### src/rtl/idma_tilelink_read_arbiter_if.sv
// Bundle of the requester-side Get/response signals and the TileLink-UL A/D channel signals.
// The slave modport is the arbiter's view; master is the view of whatever drives it.
interface idma_tilelink_read_arbiter_if #(
  parameter int unsigned NumReq    = 2,
  parameter int unsigned AddrWidth = 32,
  parameter int unsigned SizeWidth = 3,
  parameter int unsigned StrbWidth = 16
);
  localparam int unsigned DataWidth = 8 * StrbWidth;

  logic [NumReq-1:0]           req_valid_i;
  logic [NumReq-1:0]           req_ready_o;
  logic [NumReq*AddrWidth-1:0] req_addr_i;
  logic [NumReq*SizeWidth-1:0] req_size_i;
  logic                        a_valid_o;
  logic                        a_ready_i;
  logic [AddrWidth-1:0]        a_address_o;
  logic [SizeWidth-1:0]        a_size_o;
  logic                        d_valid_i;
  logic                        d_ready_o;
  logic [SizeWidth-1:0]        d_size_i;
  logic [DataWidth-1:0]        d_data_i;
  logic                        d_denied_i;
  logic                        d_corrupt_i;
  logic [NumReq-1:0]           rsp_valid_o;
  logic [NumReq-1:0]           rsp_ready_i;
  logic [DataWidth-1:0]        rsp_data_o;
  logic                        rsp_last_o;
  logic                        rsp_err_o;
  logic                        busy_o;
  logic                        unexp_d_o;

  modport slave (
    input  req_valid_i, req_addr_i, req_size_i, a_ready_i,
           d_valid_i, d_size_i, d_data_i, d_denied_i, d_corrupt_i, rsp_ready_i,
    output req_ready_o, a_valid_o, a_address_o, a_size_o, d_ready_o,
           rsp_valid_o, rsp_data_o, rsp_last_o, rsp_err_o, busy_o, unexp_d_o
  );

  modport master (
    output req_valid_i, req_addr_i, req_size_i, a_ready_i,
           d_valid_i, d_size_i, d_data_i, d_denied_i, d_corrupt_i, rsp_ready_i,
    input  req_ready_o, a_valid_o, a_address_o, a_size_o, d_ready_o,
           rsp_valid_o, rsp_data_o, rsp_last_o, rsp_err_o, busy_o, unexp_d_o
  );
endinterface

### src/rtl/idma_tilelink_read_arbiter.sv
// Shares one TileLink-UL Get port between NumReq read requesters: round-robin A arbitration
// with grant locking, and an in-order ID FIFO that steers D beats back to the issuing requester.
module idma_tilelink_read_arbiter #(
  parameter int unsigned NumReq         = 2,
  parameter int unsigned AddrWidth      = 32,
  parameter int unsigned SizeWidth      = 3,
  parameter int unsigned StrbWidth      = 16,
  parameter int unsigned MaxOutstanding = 4
) (
  input logic                          clk_i,
  input logic                          rst_i,
  idma_tilelink_read_arbiter_if.slave  bus
);
  localparam int unsigned DataWidth = 8 * StrbWidth;
  localparam int unsigned IdxW      = (NumReq > 1) ? $clog2(NumReq) : 1;
  localparam int unsigned PtrW      = (MaxOutstanding > 1) ? $clog2(MaxOutstanding) : 1;
  localparam int unsigned StrbLog   = $clog2(StrbWidth);
  localparam int          MaxExp    = (2 ** SizeWidth) - 1 - int'(StrbLog);
  localparam int unsigned CntW      = (MaxExp > 0) ? MaxExp + 1 : 1;

  localparam logic [SizeWidth-1:0] StrbLogS = SizeWidth'(StrbLog);
  localparam logic [PtrW:0]        FifoMax  = (PtrW + 1)'(MaxOutstanding);
  localparam logic [PtrW-1:0]      PtrLast  = PtrW'(MaxOutstanding - 1);
  localparam logic [IdxW-1:0]      IdxLast  = IdxW'(NumReq - 1);

  logic [IdxW-1:0] r_rr_ptr;
  logic            r_lock;
  logic [IdxW-1:0] r_lock_idx;
  logic [IdxW-1:0] r_fifo [MaxOutstanding];
  logic [PtrW-1:0] r_wr_ptr;
  logic [PtrW-1:0] r_rd_ptr;
  logic [PtrW:0]   r_count;
  logic [CntW-1:0] r_beat_cnt;
  logic            r_unexp;

  logic [IdxW-1:0]   w_rr_idx;
  logic [IdxW-1:0]   w_grant;
  logic              w_fifo_full;
  logic              w_fifo_empty;
  logic              w_a_valid;
  logic              w_a_hs;
  logic [IdxW-1:0]   w_owner;
  logic              w_d_route;
  logic              w_d_ready;
  logic              w_d_hs;
  logic [CntW-1:0]   w_beats;
  logic              w_last;
  logic              w_pop;
  logic [NumReq-1:0] w_req_ready;
  logic [NumReq-1:0] w_rsp_valid;

  // Scan from the farthest offset down so the nearest valid requester at/after the pointer wins.
  always_comb begin
    w_rr_idx = r_rr_ptr;
    for (int k = int'(NumReq) - 1; k >= 0; k--) begin
      if (bus.req_valid_i[(int'(r_rr_ptr) + k) % int'(NumReq)]) begin
        w_rr_idx = IdxW'((int'(r_rr_ptr) + k) % int'(NumReq));
      end
    end
  end

  assign w_grant      = r_lock ? r_lock_idx : w_rr_idx;
  assign w_fifo_full  = (r_count == FifoMax);
  assign w_fifo_empty = (r_count == '0);
  assign w_a_valid    = (|bus.req_valid_i) & ~w_fifo_full;
  assign w_a_hs       = w_a_valid & bus.a_ready_i;

  assign w_owner   = r_fifo[r_rd_ptr];
  assign w_d_route = bus.d_valid_i & ~w_fifo_empty;
  assign w_d_ready = bus.rsp_ready_i[w_owner] & ~w_fifo_empty;
  assign w_d_hs    = bus.d_valid_i & w_d_ready;

  always_comb begin
    if (bus.d_size_i <= StrbLogS) begin
      w_beats = CntW'(1);
    end else begin
      w_beats = CntW'(1) << (bus.d_size_i - StrbLogS);
    end
  end

  assign w_last = ((r_beat_cnt == '0) && (w_beats == CntW'(1))) || (r_beat_cnt == CntW'(1));
  assign w_pop  = w_d_hs & w_last;

  always_comb begin
    w_req_ready = '0;
    w_rsp_valid = '0;
    if (w_a_hs) w_req_ready[w_grant] = 1'b1;
    if (w_d_route) w_rsp_valid[w_owner] = 1'b1;
  end

  // Everything is forced low while reset is held, including the purely combinational paths.
  assign bus.req_ready_o = rst_i ? '0 : w_req_ready;
  assign bus.a_valid_o   = w_a_valid & ~rst_i;
  assign bus.a_address_o = rst_i ? '0 : bus.req_addr_i[w_grant*AddrWidth +: AddrWidth];
  assign bus.a_size_o    = rst_i ? '0 : bus.req_size_i[w_grant*SizeWidth +: SizeWidth];
  assign bus.d_ready_o   = w_d_ready & ~rst_i;
  assign bus.rsp_valid_o = rst_i ? '0 : w_rsp_valid;
  assign bus.rsp_data_o  = rst_i ? DataWidth'(0) : bus.d_data_i;
  assign bus.rsp_last_o  = w_d_route & w_last & ~rst_i;
  assign bus.rsp_err_o   = w_d_route & (bus.d_denied_i | bus.d_corrupt_i) & ~rst_i;
  assign bus.busy_o      = (~w_fifo_empty | w_a_valid) & ~rst_i;
  assign bus.unexp_d_o   = r_unexp;

  always_ff @(posedge clk_i or posedge rst_i) begin
    if (rst_i) begin
      r_rr_ptr   <= '0;
      r_lock     <= 1'b0;
      r_lock_idx <= '0;
      r_wr_ptr   <= '0;
      r_rd_ptr   <= '0;
      r_count    <= '0;
      r_beat_cnt <= '0;
      r_unexp    <= 1'b0;
      for (int i = 0; i < int'(MaxOutstanding); i++) r_fifo[i] <= '0;
    end else begin
      if (w_a_hs) begin
        r_fifo[r_wr_ptr] <= w_grant;
        r_wr_ptr         <= (r_wr_ptr == PtrLast) ? '0 : r_wr_ptr + PtrW'(1);
        r_rr_ptr         <= (w_grant == IdxLast) ? '0 : w_grant + IdxW'(1);
        r_lock           <= 1'b0;
      end else if (w_a_valid) begin
        r_lock     <= 1'b1;
        r_lock_idx <= w_grant;
      end

      if (w_d_hs) begin
        if (r_beat_cnt == '0) r_beat_cnt <= w_beats - CntW'(1);
        else                  r_beat_cnt <= r_beat_cnt - CntW'(1);
      end

      if (w_pop) begin
        r_rd_ptr <= (r_rd_ptr == PtrLast) ? '0 : r_rd_ptr + PtrW'(1);
      end

      if (w_a_hs && !w_pop)      r_count <= r_count + (PtrW + 1)'(1);
      else if (!w_a_hs && w_pop) r_count <= r_count - (PtrW + 1)'(1);

      if (bus.d_valid_i && w_fifo_empty) r_unexp <= 1'b1;
    end
  end
endmodule
### src/flat_wrapper.sv
// flat-port wrapper written by rule: the top's interface ports become plain ports
module idma_tilelink_read_arbiter_flat 
#(
  parameter int unsigned NumReq         = 2,
  parameter int unsigned AddrWidth      = 32,
  parameter int unsigned SizeWidth      = 3,
  parameter int unsigned StrbWidth      = 16,
  parameter int unsigned MaxOutstanding = 4
)
  (clk_i, rst_i, bus_req_valid_i, bus_req_addr_i, bus_req_size_i, bus_a_ready_i, bus_d_valid_i, bus_d_size_i, bus_d_data_i, bus_d_denied_i, bus_d_corrupt_i, bus_rsp_ready_i, bus_req_ready_o, bus_a_valid_o, bus_a_address_o, bus_a_size_o, bus_d_ready_o, bus_rsp_valid_o, bus_rsp_data_o, bus_rsp_last_o, bus_rsp_err_o, bus_busy_o, bus_unexp_d_o);
  idma_tilelink_read_arbiter_if #(.NumReq(NumReq), .AddrWidth(AddrWidth), .SizeWidth(SizeWidth), .StrbWidth(StrbWidth)) bus_i ();
  input logic clk_i;
  input logic rst_i;
  input wire logic [$bits(bus_i.req_valid_i)-1:0] bus_req_valid_i;
  input wire logic [$bits(bus_i.req_addr_i)-1:0] bus_req_addr_i;
  input wire logic [$bits(bus_i.req_size_i)-1:0] bus_req_size_i;
  input wire logic [$bits(bus_i.a_ready_i)-1:0] bus_a_ready_i;
  input wire logic [$bits(bus_i.d_valid_i)-1:0] bus_d_valid_i;
  input wire logic [$bits(bus_i.d_size_i)-1:0] bus_d_size_i;
  input wire logic [$bits(bus_i.d_data_i)-1:0] bus_d_data_i;
  input wire logic [$bits(bus_i.d_denied_i)-1:0] bus_d_denied_i;
  input wire logic [$bits(bus_i.d_corrupt_i)-1:0] bus_d_corrupt_i;
  input wire logic [$bits(bus_i.rsp_ready_i)-1:0] bus_rsp_ready_i;
  output wire logic [$bits(bus_i.req_ready_o)-1:0] bus_req_ready_o;
  output wire logic [$bits(bus_i.a_valid_o)-1:0] bus_a_valid_o;
  output wire logic [$bits(bus_i.a_address_o)-1:0] bus_a_address_o;
  output wire logic [$bits(bus_i.a_size_o)-1:0] bus_a_size_o;
  output wire logic [$bits(bus_i.d_ready_o)-1:0] bus_d_ready_o;
  output wire logic [$bits(bus_i.rsp_valid_o)-1:0] bus_rsp_valid_o;
  output wire logic [$bits(bus_i.rsp_data_o)-1:0] bus_rsp_data_o;
  output wire logic [$bits(bus_i.rsp_last_o)-1:0] bus_rsp_last_o;
  output wire logic [$bits(bus_i.rsp_err_o)-1:0] bus_rsp_err_o;
  output wire logic [$bits(bus_i.busy_o)-1:0] bus_busy_o;
  output wire logic [$bits(bus_i.unexp_d_o)-1:0] bus_unexp_d_o;
  assign bus_i.req_valid_i = bus_req_valid_i;
  assign bus_i.req_addr_i = bus_req_addr_i;
  assign bus_i.req_size_i = bus_req_size_i;
  assign bus_i.a_ready_i = bus_a_ready_i;
  assign bus_i.d_valid_i = bus_d_valid_i;
  assign bus_i.d_size_i = bus_d_size_i;
  assign bus_i.d_data_i = bus_d_data_i;
  assign bus_i.d_denied_i = bus_d_denied_i;
  assign bus_i.d_corrupt_i = bus_d_corrupt_i;
  assign bus_i.rsp_ready_i = bus_rsp_ready_i;
  assign bus_req_ready_o = bus_i.req_ready_o;
  assign bus_a_valid_o = bus_i.a_valid_o;
  assign bus_a_address_o = bus_i.a_address_o;
  assign bus_a_size_o = bus_i.a_size_o;
  assign bus_d_ready_o = bus_i.d_ready_o;
  assign bus_rsp_valid_o = bus_i.rsp_valid_o;
  assign bus_rsp_data_o = bus_i.rsp_data_o;
  assign bus_rsp_last_o = bus_i.rsp_last_o;
  assign bus_rsp_err_o = bus_i.rsp_err_o;
  assign bus_busy_o = bus_i.busy_o;
  assign bus_unexp_d_o = bus_i.unexp_d_o;
  idma_tilelink_read_arbiter #(.NumReq(NumReq), .AddrWidth(AddrWidth), .SizeWidth(SizeWidth), .StrbWidth(StrbWidth), .MaxOutstanding(MaxOutstanding)) u_core (.clk_i(clk_i), .rst_i(rst_i), .bus(bus_i));
endmodule
### config.mk
export PLATFORM = sky130hd
export DESIGN_NAME = idma_tilelink_read_arbiter_flat
export DESIGN_NICKNAME = d
export VERILOG_FILES = /design/src/rtl/idma_tilelink_read_arbiter_if.sv /design/src/rtl/idma_tilelink_read_arbiter.sv /design/src/flat_wrapper.sv
export SDC_FILE = /design/constraint.sdc
export NUM_CORES = 1
export LEC_CHECK = 0
export CAP_MARGIN = 5
export CORE_AREA = 2 2 151 153
export DETAILED_ROUTE_END_ITERATION = 8
export DIE_AREA = 0 0 153 155
export RECOVER_POWER = 25
export SYNTH_ARGS = -nofsm -noshare
export SYNTH_HDL_FRONTEND = slang
export SYNTH_SLANG_ARGS = --single-unit
### constraint.sdc
create_clock -name clk_i -period 4.3 [get_ports clk_i]
set_input_delay 0.86 -clock clk_i [delete_from_list [all_inputs] [get_ports clk_i]]
set_output_delay 0.86 -clock clk_i [all_outputs]
set_load 0.03 [all_outputs]
== Yosys cells after proc, flatten, opt, wreduce, memory -nomap -nowiden ==
Index checks and enable logic that the tools add are counted.
Word-level totals
  bits in registers: 19
  bits in latches: 0
  RAM bits: 0
  bits in read-only memories: 0
  input bits: 211
  output and inout port bits: 173
  word-level logic and storage cells: 114
  memories: 0
Cells by class
  add/sub/neg operators: 9
  multiply operators: 1
  div/mod/pow operators: 0
  magnitude comparators: 10
  equality and inequality tests: 5
  shift operators: 3
  mux-type cells: 36
  bitwise operators: 22
  reductions and logical operators: 16
Operators with widths (number)
  $mux 128: 1
  $shiftx 64x7->32: 1
  $mux 32: 1
  $mux 1: 18
  $and 1x1->1: 13
  $mux 2: 6
  $mux 3: 3
  $eq 4x1->1 const B: 2
  $mux 4: 2
  $sub 4x1->4 const B: 2
  $logic_and 1x1->1: 7
  $ge 3x3->1 const B: 2
  $lt 1x2->1 const B: 3
  $not 2->3: 2
  $shiftx 6x4->3: 1
  $add 2x1->2 const B: 2
  $bwmux 4: 1
  $eq 2x2->1 const B: 2
  $logic_not 4->1: 1
  $not 1->1: 4
  $reduce_bool 2->1: 2
  $shl 1x3->4 const A: 1
  $add 3x1->3 const B: 1
  $eq 3x3->1 const B: 1
  other kinds (18): 23

== Depth between registers and ports, before layout ==
Gate-level depths: netlist (run 1).
  depth after elaboration: 14
  gate-level depth with buffers: 12
  mapped depth without buffers: 12

== Worst setup path before layout (run 1) ==
No wires, ideal clock.
  path kind: input port to output port
  start: input bus_req_valid_i[1]
  end: output bus_req_ready_o[0]
  data arrival time: 2.311 ns
  required time: 3.440 ns
  setup slack: 1.129 ns
  stages on the path: 5
  buffers on the path: 1
  path through: nor2b_1 o211ai_1 clkbuf_1 nand2_1 nor3_1
On the way
  longest elaborated chain between the ends: 12
  elaborated cells on any way between the ends: 18
  classes of those cells: order compare: 2; mux: 12; bitwise: 2; reduce/logical: 2
Ends and longest elaborated chain
  start: declaration: line flat_wrapper.sv:14  | input wire logic [$bits(bus_i.req_valid_i)-1:0] bus_req_valid_i;
  $mux 1 (implied by the code) (3 in a row): line idma_tilelink_read_arbiter.sv:56  | if (bus.req_valid_i[(int'(r_rr_ptr) + k) % int'(NumReq)]) begin
  $mux 1 (2 in a row): line idma_tilelink_read_arbiter.sv:56
  $mux 1: line idma_tilelink_read_arbiter.sv:62  | assign w_grant = r_lock ? r_lock_idx : w_rr_idx;
  $lt 1x2->1 (implied by the code) or $ge 1x1->1 (tied branches): line idma_tilelink_read_arbiter.sv:87  | if (w_a_hs) w_req_ready[w_grant] = 1'b1;
  $logic_and 1x1->1 (implied by the code): line idma_tilelink_read_arbiter.sv:87
  $mux 1 (implied by the code): line idma_tilelink_read_arbiter.sv:87
  $demux 1 s1
  $mux 2 (*): line idma_tilelink_read_arbiter.sv:87
  $mux 2 (*): line idma_tilelink_read_arbiter.sv:92  | assign bus.req_ready_o = rst_i ? '0 : w_req_ready;
  end: declaration: line flat_wrapper.sv:24  | output wire logic [$bits(bus_i.req_ready_o)-1:0] bus_req_ready_o;
Every way passes the cells marked *; elsewhere a longest branch is shown, timed or not. The select of a mux whose other input is x is not followed.

== Final worst setup path (run 1) ==
  start: input bus_req_valid_i[0]
  end: output bus_a_address_o[11]
On the way
  longest elaborated chain between the ends: 8
  elaborated cells on any way between the ends: 10
  classes of those cells: shift: 1; mux: 9
Ends and longest elaborated chain
  $mux 1 (implied by the code) (3 in a row): line idma_tilelink_read_arbiter.sv:56
  $mux 1: line idma_tilelink_read_arbiter.sv:56
  $mux 1 (*): line idma_tilelink_read_arbiter.sv:56
  $mux 1 (*): line idma_tilelink_read_arbiter.sv:62
  $shiftx 64x7->32 (*): line idma_tilelink_read_arbiter.sv:94  | assign bus.a_address_o = rst_i ? '0 : bus.req_addr_i[w_grant*AddrWidth +: AddrWidth];
  $mux 32 (*): line idma_tilelink_read_arbiter.sv:94
  end: declaration: line flat_wrapper.sv:26  | output wire logic [$bits(bus_i.a_address_o)-1:0] bus_a_address_o;
Marked as above.

==> results of run 1 <==
[layout by cell type (no fill, tap or decap), types with 2 or more instances in the layout]
master             n
a22oi_1            2
inv_1              9
xor2_1             2
nand2_1            7
nor2_1             9
clkbuf_1           3
nand3_1           38
a41oi_1            4
nor3_1             9
mux2_2             3
a21oi_1           41
buf_4              6
mux2_1             3
clkbuf_16          3
nor3b_1            2
buf_12             5
nor2b_1          129
dlygate4sd3_1     18
or3_1              2
dfrtp_1           19
nand2b_1           2
o21ai_0           41
clkdlybuf4s50_1  360
ha_1               9
[cell type report]
cell class	count	area, um^2
well taps	285	357
inverters	9	33.8
fillers	2353	15400
repair buffers	392	3950
flip-flops and latches	19	475
multi-input cells	318	1960
clock buffers	4	78.8
[stage by stage]
step | instance area, um^2 | setup slack, ps | util | hold slack [ps]
CTS | 6870 | 392 | 0.309 | 459
floorplan | 2610 | 1130 | - | 457
global route | 6850 | 219 | 0.308 | 465
detailed placement | 6790 | 400 | 0.305 | 447
global placement | 6790 | 411 | 0.305 | 441
finish | 6850 | 337 | 0.308 | 455
[how the worst min path moves through the flow]
stage / startpoint / slack [ps] / end
after global placement: u_core.bus.unexp_d_o / 440 / u_core.bus.unexp_d_o
after CTS: u_core.bus.unexp_d_o / 460 / u_core.bus.unexp_d_o
after global routing: u_core.bus.unexp_d_o / 470 / u_core.bus.unexp_d_o
after floorplan: u_core.r_count[2] / 460 / u_core.r_count[2]
after detailed placement: u_core.bus.unexp_d_o / 450 / u_core.bus.unexp_d_o
final: u_core.bus.unexp_d_o / 450 / u_core.bus.unexp_d_o
[cell families (layout without fill, tap and decap cells)]
group                    Yosys count  in the layout
AND/OR/NAND/NOR                  204            204
AO/OA/AOI/OAI                     93             93
buffers and inverters             45            405
flip-flops                        19             19
adder cells (fa/ha/maj)           10             10
multiplexers                       8              8
XOR/XNOR                           3              3
[per-layer routing]
layer | wire, um | global-route usage | part of all wire | vias up
met2 | 8230 | 0.219 | 0.45 | 204
met1 | 8740 | 0.205 | 0.48 | 1943
met5 | 0 | 0 | 0 | -
met4 | 114 | 0.0137 | 0.0062 | 0
met3 | 1260 | 0.0312 | 0.069 | 8
li1 | - | - | - | 2002
[registers in the layout, indices dropped and copies added, names as in the netlist]
register and flops:
u_core.r_beat_cnt 4, u_core.r_fifo 4, u_core.r_count 3, u_core.r_rd_ptr 2
u_core.r_wr_ptr 2, u_core.bus.unexp_d_o 1, u_core.r_lock 1, u_core.r_lock_idx 1
u_core.r_rr_ptr 1
[power by group through the flow]
stage	Sequential, mW	Combinational (mW)	Clock [mW]
floorplan	0.339	0.958	0
global placement	0.352	1.67	0
detailed placement	0.355	1.67	0
CTS	0.354	1.68	0.198
global route	0.367	1.79	0.206
finish	0.353	1.66	0.190
[critical path, stage by stage]
cell             delay (ps)
dlygate4sd3_1           580
nor2b_1                 210
o211a_1                 210
buf_12                  180
o21ai_0                 120
a21oi_1                 220
clkdlybuf4s50_1         690
==> flow_summary_export.csv, run 1 <==
group,metric,value,unit
synth,synthCells,382,
sta,fmax,252,MHz
finish,drive_above_1_share,0.0296,
synth,synth_simple_gate_area_frac,0.455,
sta,slew_violations,0,
synth,synth-compound-area-share,0.192,
drt,drt_iter0_markers,260,
setup_path,r2r-start,"u_core.r_beat_cnt[0]",
run,cap_violations,0,
power,vdd_drop_max,0.266,mV
drt,drtAntennaViolNets,0,
synth,synth_area_leaders,"nor2b_1, dfrtp_1, a21oi_1, o21ai_0, nand3_1",
floorplan,fp-row-count,55,
setup_path,worst_r2r_path_depth,10,
global_routing,gr-total-overflow,0,
power,power.share.clock,0.086,
drt,dr_total_vias,4157,
cts,postCtsHoldBufs,0,
synth,synth_common_cells,"nor2b_1, a21oi_1, o21ai_0, nand3_1, clkbuf_1",
finish,synthToLayoutAreaGrowth,162,%
synth,syn_avg_cell_area,6.84,um^2
floorplan,die_w,153,um
sta,setup_tns,0,ps
floorplan,die_area,23700,um^2
global_routing,antenna_found_initial,0,
setup_path,cp-end-kind,"primary output",
floorplan,core,22200,um^2
synth,yosysTopAreaCell,"nor2b_1",
global_routing,grt_pass1_wl,26.0,mm
sta,rsz0062_at_grt,"false",
global_routing,gr-usage-all-layers,0.141,
floorplan,die_y,155,um
power,switchingPower,1.05,mW
drt,first_pass_iters,5,
finish,antenna_cells,0,
cts,root_buffer,"clkbuf_16",
synth,synth_edf_count,0,
synth,muxShareOfSynthArea,0.0445,
min_path,hold_depth,1,
synth,synthXorXnorAreaFrac,0.0101,
synth,ys_types,37,
floorplan,start_util,0.118,
placement,io_buffer_count,383,
sta,tightestPinTransition,1100,ps
synth,seq_area_frac_synth,0.182,
synth,synth_top_family_by_area,"simple AND/OR/NAND/NOR gates",
sta,min_period,3960,ps
setup_path,path_class,"input port to primary output",
cts,clkLatencyLatePin,250,ps
sta,fin_skew,1.80,ps
power,share_comb_of_total_power,0.753,
synth,postSynthNetCount,603,
power,switching_share,0.477,
setup_path,critPathLaunchType,"input port",
global_routing,grt_start_max_net_pins,90,
cts,ctsLongestPathBuffers,2,
setup_path,crit_path_start,"bus_req_valid_i[0]",
synth,synth-seq-cells,19,
run_status,status,"completed",
setup_path,required,3440,ps
finish,finalNetCount,964,
sta,setup_viol,0,
cts,cts_tree,"done",
setup_path,worst-r2r-setup-slack,1220,ps
drt,routed_wl,18.3,mm
placement,placed_cells_incl_taps,1023,
setup_path,cp.arrival,3100,ps
setup_path,worstPathMaxFanout,35,
min_path,hold_path.class,"flop to flop",
setup_path,cp-endpoint,"bus_a_address_o[11]",
finish,fin_cells,1027,
cts,cts_buffers,3,
power,p_leak,2.54,nW
sta,hold_violations,0,
global_routing,grt_pass1_vias,3914,
cts,cts_setup_buffers,0,
placement,gp_congestion,0.807,
synth,yosysMostFrequentCell,"nor2b_1",
floorplan,io_pins,384,
synth,syn_area,2610,um^2
placement,hpwl,14.8,mm
synth,synth_fa_ha_area_frac,0.0508,
synth,yosys_warnings,0,
drt,wl_per_cell,17.9,um
setup_path,r2r_end,"u_core.r_count[1]",
cts,clock-sinks,19,
cts,clk_pin_slew,50,ps
sta,relSlewSlack,0.267,
power,power,2.20,mW
drt,drc,0,
power,p_int,1.15,mW
drt,avgViaCountPerCell,4.05,
cts,cts_max_level,1,
cts,cts_resized,0,
synth,synthArstFlopShare,1.00,
power,powerDensity,321,nW/um^2
power,power_frac_seq,0.161,
synth,synth_ff_type,"dfrtp_1",
synth,yosysTopAreaCellShare,0.309,
sta,fin_crit_sh,0.922,
No activity file was read; power rests on OpenSTA's default activity.
==> run 2, diff against run 1 <==
--- a/config.mk
+++ b/config.mk
@@ -13,3 +13,4 @@
 export SYNTH_ARGS = -nofsm -noshare
 export SYNTH_HDL_FRONTEND = slang
 export SYNTH_SLANG_ARGS = --single-unit
+export TNS_END_PERCENT = 10
==> results of run 2 <==
The final DEF is identical to that of run 1; final timing and power are the same.
